[config.mk]
export PLATFORM = sky130hd
export DESIGN_NAME = my_pe_acc
export DESIGN_NICKNAME = d
export VERILOG_FILES = /design/src/rtl/my_pe_pkg.sv /design/src/rtl/fp32_fma.sv /design/src/rtl/my_pe_acc.sv
export SDC_FILE = /design/constraint.sdc
export NUM_CORES = 2
export LEC_CHECK = 0
export BUFFER_PORTS_ARGS = -buffer_cell sky130_fd_sc_hd__clkbuf_2
export CORE_UTILIZATION = 60
export CTS_BUF_LIST = sky130_fd_sc_hd__clkbuf_8
export DETAILED_ROUTE_END_ITERATION = 8
export PLACE_DENSITY = 0.76
export RECOVER_POWER = 25
export SYNTH_ARGS = -nofsm -noshare
export SYNTH_HDL_FRONTEND = slang
export SYNTH_HIERARCHICAL = 1
export SYNTH_SLANG_ARGS = --single-unit
[constraint.sdc]
create_clock -name aclk -period 26.3 [get_ports aclk]
set_input_delay 2.63 -clock aclk [delete_from_list [all_inputs] [get_ports aclk]]
set_output_delay 2.63 -clock aclk [all_outputs]
set_load 0.02 [all_outputs]
[src/rtl/my_pe_pkg.sv]
// Shared constants and FSM state encoding for the streaming fp32 dot-product PE.
package my_pe_pkg;

  localparam logic [31:0] FP32_ZERO = 32'h0000_0000;
  localparam logic [31:0] FP32_ONE  = 32'h3F80_0000;

  localparam logic [1:0] ST_ACCUM  = 2'd0;
  localparam logic [1:0] ST_DRAIN  = 2'd1;
  localparam logic [1:0] ST_REDUCE = 2'd2;
  localparam logic [1:0] ST_OUT    = 2'd3;

endpackage

[src/rtl/fp32_fma.sv]
// Pipelined fp32 fused multiply-add r = a*b + c with a single round-to-nearest-even.
// Subnormal inputs and results are flushed to signed zero; NaN/Inf follow IEEE rules.
module fp32_fma #(
  parameter int LATENCY = 8
) (
  input  logic        aclk,
  input  logic        aresetn,
  input  logic        s_axis_a_tvalid,
  input  logic [31:0] s_axis_a_tdata,
  input  logic        s_axis_b_tvalid,
  input  logic [31:0] s_axis_b_tdata,
  input  logic        s_axis_c_tvalid,
  input  logic [31:0] s_axis_c_tdata,
  output logic        m_axis_result_tvalid,
  output logic [31:0] m_axis_result_tdata
);
  logic               in_vld_s;
  logic [31:0]        res_s;
  logic [LATENCY-1:0] vld_r;
  logic [31:0]        dat_r [LATENCY];

  assign in_vld_s = s_axis_a_tvalid & s_axis_b_tvalid & s_axis_c_tvalid;

  // Exact product aligned against c in a 74-bit window, sticky folded into the LSB
  always_comb begin
    logic [7:0]         ea, eb, ec;
    logic [47:0]        mul;
    logic [73:0]        vp, vc, vbig, vsml, shf;
    logic [74:0]        sum, norm;
    logic signed [10:0] ep, ecs, emax, er;
    logic [10:0]        d;
    logic               sp, sc, sbig, ssml, rsign, pbig, nan, pinf, cinf, pzero, czero, rnd;
    logic [24:0]        mant;
    logic [22:0]        frac;
    int                 n;
    ea    = s_axis_a_tdata[30:23];
    eb    = s_axis_b_tdata[30:23];
    ec    = s_axis_c_tdata[30:23];
    sp    = s_axis_a_tdata[31] ^ s_axis_b_tdata[31];
    sc    = s_axis_c_tdata[31];
    nan   = (ea == 8'hFF && s_axis_a_tdata[22:0] != 23'd0) || (eb == 8'hFF && s_axis_b_tdata[22:0] != 23'd0) ||
            (ec == 8'hFF && s_axis_c_tdata[22:0] != 23'd0);
    pinf  = (ea == 8'hFF) || (eb == 8'hFF);
    cinf  = (ec == 8'hFF);
    pzero = (ea == 8'h00) || (eb == 8'h00);
    czero = (ec == 8'h00);
    mul   = {24'd0, 1'b1, s_axis_a_tdata[22:0]} * {24'd0, 1'b1, s_axis_b_tdata[22:0]};
    ep    = $signed({3'b000, ea}) + $signed({3'b000, eb}) - 11'sd127;
    ecs   = czero ? ep : $signed({3'b000, ec});
    vp    = {mul, 26'd0};
    vc    = czero ? 74'd0 : {1'b0, 1'b1, s_axis_c_tdata[22:0], 49'd0};
    pbig  = (ep >= ecs);
    emax  = pbig ? ep : ecs;
    d     = pbig ? 11'(ep - ecs) : 11'(ecs - ep);
    vbig  = pbig ? vp : vc;
    vsml  = pbig ? vc : vp;
    sbig  = pbig ? sp : sc;
    ssml  = pbig ? sc : sp;
    if (d >= 11'd74) begin
      shf = {73'd0, |vsml};
    end else begin
      shf = (vsml >> d) | {73'd0, |(vsml & ~({74{1'b1}} << d))};
    end
    if (sbig == ssml) begin
      sum = {1'b0, vbig} + {1'b0, shf};
      rsign = sbig;
    end else if (vbig >= shf) begin
      sum = {1'b0, vbig - shf};
      rsign = sbig;
    end else begin
      sum = {1'b0, shf - vbig};
      rsign = ssml;
    end
    n = 0;
    for (int i = 0; i < 75; i++) begin
      n = sum[i] ? i : n;
    end
    norm = sum << (74 - n);
    rnd  = norm[50] & ((|norm[49:0]) | norm[51]);
    mant = {1'b0, norm[74:51]} + {24'd0, rnd};
    er   = emax + $signed(11'(n)) - 11'sd72 + (mant[24] ? 11'sd1 : 11'sd0);
    frac = mant[24] ? 23'd0 : mant[22:0];
    if (nan || (pinf && pzero) || (pinf && cinf && (sp != sc))) begin
      res_s = 32'h7FC0_0000;
    end else if (pinf) begin
      res_s = {sp, 8'hFF, 23'd0};
    end else if (cinf) begin
      res_s = s_axis_c_tdata;
    end else if (pzero) begin
      res_s = czero ? {sp & sc, 31'd0} : s_axis_c_tdata;
    end else if (sum == 75'd0) begin
      res_s = 32'd0;
    end else if (er >= 11'sd255) begin
      res_s = {rsign, 8'hFF, 23'd0};
    end else if (er <= 11'sd0) begin
      res_s = {rsign, 31'd0};
    end else begin
      res_s = {rsign, er[7:0], frac};
    end
  end

  // Result/valid delay line
  always_ff @(posedge aclk or negedge aresetn) begin
    if (!aresetn) begin
      vld_r <= {LATENCY{1'b0}};
      for (int i = 0; i < LATENCY; i++) dat_r[i] <= 32'd0;
    end else begin
      vld_r[0] <= in_vld_s;
      dat_r[0] <= res_s;
      for (int i = 1; i < LATENCY; i++) begin
        vld_r[i] <= vld_r[i-1];
        dat_r[i] <= dat_r[i-1];
      end
    end
  end

  assign m_axis_result_tvalid = vld_r[LATENCY-1];
  assign m_axis_result_tdata  = dat_r[LATENCY-1];

endmodule

[src/rtl/my_pe_acc.sv]
// Streaming fp32 dot-product PE: L round-robin partial sums hide the FMA latency,
// then the partials are folded into one result once the vector's last pair is in.
module my_pe_acc
  import my_pe_pkg::*;
#(
  parameter int DATA_WIDTH  = 32,
  parameter int FMA_LATENCY = 8
) (
  input  logic                  aclk,
  input  logic                  aresetn,
  input  logic                  s_valid,
  output logic                  s_ready,
  input  logic [DATA_WIDTH-1:0] s_a,
  input  logic [DATA_WIDTH-1:0] s_b,
  input  logic                  s_last,
  output logic                  m_valid,
  input  logic                  m_ready,
  output logic [DATA_WIDTH-1:0] m_data
);
  localparam int L  = FMA_LATENCY;
  localparam int PW = (L > 1) ? $clog2(L) : 1;
  localparam int KW = $clog2(L + 1);

  if (DATA_WIDTH != 32) begin : g_bad_width
    $error("my_pe_acc: DATA_WIDTH must be 32");
  end
  if (FMA_LATENCY < 1) begin : g_bad_latency
    $error("my_pe_acc: FMA_LATENCY must be at least 1");
  end

  logic [1:0]    state_r;
  logic [31:0]   partial_r [L];
  logic [L-1:0]  busy_r;
  logic [PW-1:0] ptr_r;
  logic [PW:0]   tag_r [L];   // {accumulate, slot}; accumulate=0 marks a reduction step
  logic [31:0]   sum_r;
  logic [KW-1:0] k_r;
  logic          wait_r;

  logic          res_vld_s, wb_acc_s, red_done_s, wb_ptr_s, acc_s, red_issue_s, issue_s, drain_done_s;
  logic [PW-1:0] wb_slot_s;
  logic [L-1:0]  wb_mask_s;
  logic [31:0]   res_s, fa_s, fb_s, fc_s, part0_s;

  assign wb_acc_s     = res_vld_s & tag_r[L-1][PW];
  assign red_done_s   = res_vld_s & ~tag_r[L-1][PW];
  assign wb_slot_s    = tag_r[L-1][PW-1:0];
  assign wb_ptr_s     = wb_acc_s & (wb_slot_s == ptr_r);
  assign s_ready      = aresetn & (state_r == ST_ACCUM) & (~busy_r[ptr_r] | wb_ptr_s);
  assign acc_s        = s_valid & s_ready;
  assign red_issue_s  = (state_r == ST_REDUCE) & ~wait_r;
  assign issue_s      = acc_s | red_issue_s;
  assign part0_s      = (wb_acc_s && (wb_slot_s == PW'(0))) ? res_s : partial_r[0];
  assign drain_done_s = ((busy_r & ~wb_mask_s) == {L{1'b0}});
  assign m_valid      = (state_r == ST_OUT);
  assign m_data       = m_valid ? sum_r : FP32_ZERO;

  // Writeback slot decode and FMA operand select (stream pair vs. reduction step)
  always_comb begin
    wb_mask_s = {L{1'b0}};
    if (wb_acc_s) begin
      wb_mask_s[wb_slot_s] = 1'b1;
    end else begin
      wb_mask_s = {L{1'b0}};
    end
    if (state_r == ST_REDUCE) begin
      fa_s = partial_r[k_r[PW-1:0]];
      fb_s = FP32_ONE;
      fc_s = sum_r;
    end else begin
      fa_s = s_a;
      fb_s = s_b;
      fc_s = wb_ptr_s ? res_s : partial_r[ptr_r];
    end
  end

  fp32_fma #(.LATENCY(L)) u_fma (
    .aclk                 (aclk),
    .aresetn              (aresetn),
    .s_axis_a_tvalid      (issue_s),
    .s_axis_a_tdata       (fa_s),
    .s_axis_b_tvalid      (issue_s),
    .s_axis_b_tdata       (fb_s),
    .s_axis_c_tvalid      (issue_s),
    .s_axis_c_tdata       (fc_s),
    .m_axis_result_tvalid (res_vld_s),
    .m_axis_result_tdata  (res_s)
  );

  // FSM, tag pipe, partial-sum writeback and reduction accumulator
  always_ff @(posedge aclk or negedge aresetn) begin
    if (!aresetn) begin
      state_r <= ST_ACCUM;
      busy_r  <= {L{1'b0}};
      ptr_r   <= {PW{1'b0}};
      sum_r   <= FP32_ZERO;
      k_r     <= {KW{1'b0}};
      wait_r  <= 1'b0;
      for (int i = 0; i < L; i++) begin
        partial_r[i] <= FP32_ZERO;
        tag_r[i]     <= {(PW + 1){1'b0}};
      end
    end else begin
      tag_r[0] <= {acc_s, ptr_r};
      for (int i = 1; i < L; i++) tag_r[i] <= tag_r[i-1];
      for (int i = 0; i < L; i++) begin
        if (wb_mask_s[i]) begin
          partial_r[i] <= res_s;
          busy_r[i]    <= 1'b0;
        end
      end
      case (state_r)
        ST_ACCUM: begin
          // a same-cycle writeback to ptr is overridden by the new issue below
          if (acc_s) begin
            busy_r[ptr_r] <= 1'b1;
            ptr_r         <= (ptr_r == PW'(L - 1)) ? {PW{1'b0}} : ptr_r + PW'(1);
            if (s_last) state_r <= ST_DRAIN;
          end
        end
        ST_DRAIN: begin
          if (drain_done_s) begin
            sum_r   <= part0_s;
            k_r     <= KW'(1);
            wait_r  <= 1'b0;
            state_r <= (L == 1) ? ST_OUT : ST_REDUCE;
          end
        end
        ST_REDUCE: begin
          if (red_issue_s) wait_r <= 1'b1;
          if (red_done_s) begin
            sum_r  <= res_s;
            wait_r <= 1'b0;
            k_r    <= k_r + KW'(1);
            if (k_r == KW'(L - 1)) state_r <= ST_OUT;
          end
        end
        ST_OUT: begin
          if (m_ready) begin
            for (int i = 0; i < L; i++) partial_r[i] <= FP32_ZERO;
            ptr_r   <= {PW{1'b0}};
            state_r <= ST_ACCUM;
          end
        end
        default: state_r <= ST_ACCUM;
      endcase
    end
  end

endmodule

==> flow_metrics.env, run 1 <==
export IMPL_grt_worst_endpoint="u_fma/dat_r[228]$_DFF_PN0_/D"
export IMPL_avgSynthCellArea_sq_um=7.89
export IMPL_tool_error="[ERROR GRT-0232] Routing congestion too high. Check the congestion heatmap in the GUI."
export IMPL_grt_usage=0.688
export IMPL_root_buffer="clkbuf_8"
export IMPL_gp_congestion=1.15
export IMPL_yosysUniqueCellTypes=141
export IMPL_fp_dieH_um=363
export IMPL_netlist_top_cell_by_area="dfrtp_1"
export IMPL_io_pins=103
export IMPL_synth_seq_area_share=0.193
export IMPL_place_hpwl_mm=287
export IMPL_outcome="did not finish"
export IMPL_antenna_found_initial=43
export IMPL_portBuffers=102
export IMPL_endpoint_type="register data pin"
export IMPL_cts_num_sinks=602
export IMPL_fp_row_count=131
export IMPL_synth_ff_latch_count=602
export IMPL_cts_path_max_buffers=3
export IMPL_h_tree_depth=3
export IMPL_cts_setup_buffers=0
export IMPL_synthArstFlopShare=1.00
export IMPL_synth_enable_flop_cells=0
export IMPL_ys_warn_count=6
export IMPL_synthTopCellsByArea="dfrtp_1 (19%), fa_1 (13%), nand2_1 (7.4%)"
export IMPL_start_util=0.608
export IMPL_grt_overflow_total=69
export IMPL_cts_hold_buf=0
export IMPL_yosysTopAreaCellShare=0.193
export IMPL_cts_resized_gates=0
export IMPL_lastStage="5_1_grt"
export IMPL_syn_num_nets=10800
export IMPL_syn_area_sq_um=78100
export IMPL_die_w_um=363
export IMPL_cts_buffers=88
export IMPL_synthCells=9893
export IMPL_grt_max_degree=125
export IMPL_synth_ff_type="dfrtp_1"
[metrics by stage]
step                      instances  area (sq um)  worst slack, ps   util
after floorplan                9893         78100             2510      -
after global placement        11800         84500              941  0.658
after detailed placement      11800         84500              707  0.658
after CTS                     12000         86400             1250  0.673
[metal layers]
layer,track usage,GRT overflow
met5,0.272,0
met4,0.635,29
met3,0.481,3
met2,0.878,34
met1,0.718,3
[cells in the mapped netlist (all sizes together), types with 136 or more instances]
| cell | count |
|---|---|
| nand3 | 219 |
| a211oi | 136 |
| buf | 225 |
| nand2 | 1548 |
| nor2 | 630 |
| dfrtp | 602 |
| and2 | 349 |
| o21ai | 468 |
| nor3 | 223 |
| fa | 489 |
| mux4 | 147 |
| clkbuf | 516 |
| a21oi | 907 |
| ha | 375 |
| mux2i | 146 |
| inv | 842 |
[cells by family after synthesis]
group	after synthesis	share of synthesized area
mux	320	0.0650
simple gates	3573	0.216
flops	602	0.193
fa+ha+maj	864	0.186
xor+xnor	111	0.0125
compound gates	2829	0.244
buf+inv	1594	0.0839
==> run 2, diff against run 1 <==
--- a/config.mk
+++ b/config.mk
@@ -6,10 +6,9 @@
 export NUM_CORES = 2
 export LEC_CHECK = 0
 export BUFFER_PORTS_ARGS = -buffer_cell sky130_fd_sc_hd__clkbuf_2
-export CORE_UTILIZATION = 60
-export CTS_BUF_LIST = sky130_fd_sc_hd__clkbuf_8
+export CORE_UTILIZATION = 40
 export DETAILED_ROUTE_END_ITERATION = 8
-export PLACE_DENSITY = 0.76
+export PLACE_DENSITY_LB_ADDON = 0.15
 export RECOVER_POWER = 25
 export SYNTH_ARGS = -nofsm -noshare
 export SYNTH_HDL_FRONTEND = slang
==> flow_metrics.env, run 2 <==
export IMPL_outcome="finished, violations left"
export IMPL_failed_checks="max-capacitance violations, max-slew violations"
export IMPL_r2r_end="u_fma/dat_r[240]"
export IMPL_rr_startpoint="state_r[0]"
export IMPL_die_w_um=444
export IMPL_design_die_area_sq_um=197000
export IMPL_cp_required_ps=26810
export IMPL_finalSetupViolCount=0
export IMPL_synth_compound_area_frac=0.244
export IMPL_arrival_ps=25780
export IMPL_multi_input_area_sq_um=57200
export IMPL_drt_total_wl_mm=410
export IMPL_worstHoldStart="u_fma/dat_r[227]"
export IMPL_yosysTopAreaCellShare=0.193
export IMPL_io_pins=103
export IMPL_hold_depth=0
export IMPL_ys_warn_count=6
export IMPL_antenna_left=0
export IMPL_netlist_top_cell_by_area="dfrtp_1"
export IMPL_synth_enable_flop_cells=0
export IMPL_reg2reg_depth=93
export IMPL_fmax_mhz=39.6
export IMPL_fillers=19300
export IMPL_path_max_fanout=17
export IMPL_yosysUniqueCellTypes=141
export IMPL_crit_path_start_kind="input pin"
export IMPL_fp_dieH_um=444
export IMPL_layout_commonest_cell="nand2_1"
export IMPL_vias=83600
export IMPL_antenna_found_initial=10
export IMPL_root_buffer="clkbuf_16"
export IMPL_avgSynthCellArea_sq_um=7.89
export IMPL_layout_common_cells="nand2_1 (1541), buf_4 (1144), a21oi_1 (867)"
export IMPL_grt_overflow_total=0
export IMPL_grt_usage=0.406
export IMPL_place_hpwl_mm=323
export IMPL_fp_row_count=161
export IMPL_dr_pass1_iters=7
export IMPL_syn_num_nets=10800
export IMPL_synth_xor_area_frac=0.0125
export IMPL_max_slew_margin=-2.36
export IMPL_worstSetupEndpointType="flip-flop"
export IMPL_drive_gt1_frac=0.177
export IMPL_min_period_ps=25270
export IMPL_max_cap_violations=3
export IMPL_clock_skew_ps=34.7
export IMPL_grt_pass1_wl_mm=589
export IMPL_portBuffers=102
export IMPL_area_delta_synth_final_pct=15.7
export IMPL_synthSimpleGateAreaFrac=0.216
export IMPL_place_area_sq_um=87800
export IMPL_h_tree_depth=2
export IMPL_synthTopCellsByArea="dfrtp_1 (19%), fa_1 (13%), nand2_1 (7.4%)"
export IMPL_synthCells=9893
export IMPL_path_clk_slew_ps=60
export IMPL_wl_per_cell_um=31.4
export IMPL_drt_iter0_markers=9922
export IMPL_grt_pass1_vias=81600
export IMPL_drcViolationCount=0
export IMPL_synth_top_family_by_area="compound AO/OA/AOI/OAI gates"
export IMPL_routed_via_density=6.40
export IMPL_layout_setup_ws_ps=1030
export IMPL_synth_common_cells="nand2_1 (1543), a21oi_1 (868), inv_1 (838)"
export IMPL_synth_seq_area_share=0.193
export IMPL_syn_area_sq_um=78100
export IMPL_regMostFlops="partial_r"
export IMPL_stdcell_area_sq_um=90300
export IMPL_cp_common_cell="fa_1"
export IMPL_crit_start="s_a[13]"
export IMPL_cp_slowest_cell="o21ai_0"
export IMPL_drv_slew=134
export IMPL_reg_largest_list="partial_r (256), u_fma/dat_r (224)"
export IMPL_gp_congestion=1.04
export IMPL_clock_latency_ps=650
export IMPL_worst_r2r_setup_slack_ps=1180
export IMPL_fp_coreArea_sq_um=193000
export IMPL_fin_crit_sh=0.961
export IMPL_synth_most_common_cell="nand2_1"
export IMPL_cts_num_sinks=602
export IMPL_worstMarginPinSlew_ps=5040
export IMPL_final_seq_area_sq_um=15100
export IMPL_dp_slack_ps=-295
export IMPL_worstSetupPathType="input pin to flip-flop"
export IMPL_synth_area_mux_share=0.0650
export IMPL_cts_buffers=61
export IMPL_fin_nets=11400
export IMPL_tritoncts="done"
export IMPL_start_util=0.404
export IMPL_cts_path_max_buffers=3
export IMPL_synthAdderAreaFrac=0.186
export IMPL_hold_class="flip-flop to flip-flop"
export IMPL_grt_max_degree=102
export IMPL_synth_ff_latch_count=602
export IMPL_hold_viol=0
export IMPL_synthArstFlopShare=1.00
export IMPL_synth_ff_type="dfrtp_1"
export IMPL_largest_reg_flops=256
export IMPL_postLayoutCoreUtil=0.468
export IMPL_holdPathEnd="u_fma/dat_r[195]"
export IMPL_critPathMaxStageDelay_ps=800
==> run 2: cell counts after synthesis <==
No cell type changed its count.
==> run 2: kinds of logic (layout without fill, tap and decap cells) <==
group                    count (synthesis)  count (layout)
flip-flops                             602             602
buffers and inverters                 1594            2231
AO/OA/AOI/OAI                         2829            2829
adder cells (fa/ha/maj)                864             864
XOR/XNOR                               111             111
other                                    0               6
AND/OR/NAND/NOR                       3573            3573
multiplexers                           320             320
==> run 2: cell type report <==
| type | instances | share of cell area |
|---|---|---|
| clock inverter | 36 | 0.00514 |
| tap | 2526 | 0.0350 |
| timing repair buffer | 1262 | 0.104 |
| antenna | 6 | 0.000166 |
| multi-input combinational | 7697 | 0.634 |
| sequential | 602 | 0.167 |
| clock buffer | 80 | 0.0195 |
| inverter | 853 | 0.0355 |
==> run 2: stage by stage <==
step / hold slack [ps] / cells / setup TNS (ps)
4_1_cts: 323 / 13100 / 0
5_1_grt: 341 / 13100 / -16.3
2_1_floorplan: 331 / 9893 / 0
3_3_place_gp: 332 / 12900 / -4740
6_report: 333 / 13100 / 0
3_5_place_dp: 335 / 12900 / -5320
==> run 2: timing repair <==
action / 4_1_cts / 5_1_grt
endpoints found under the setup margin: 0 / 31
resized for setup: 0 / 47
setup buffers: 0 / 4
hold buffers: 0 / 0
hold endpoints to repair: 0 / 0
==> run 2: critical path, delay by kind of cell <==
family	cells	cell delay (ps)
mux	1	400
compound gates	32	8240
simple gates	26	6140
fa+ha+maj	14	5860
buf+inv	18	2440
==> run 2: worst max-delay path by stage <==
stage / end / slack, ps / cells past startpoint
2_1_floorplan: u_fma/dat_r[230] / 2510 / 102
3_3_place_gp: u_fma/dat_r[236] / -240 / 95
3_5_place_dp: u_fma/dat_r[240] / -300 / 95
4_1_cts: u_fma/dat_r[240] / 240 / 95
5_1_grt: u_fma/dat_r[240] / -10 / 97
6_report: u_fma/dat_r[240] / 1030 / 91
==> run 2: routing by layer <==
metal | wire, um | GRT usage
met1 | 164000 | 0.535
met2 | 179000 | 0.624
met3 | 37500 | 0.0746
met4 | 28900 | 0.228
met5 | 45 | 0
Power of run 2 is not shown: default switching activity piles up to over one toggle a cycle in this logic, so the estimate is an artifact.
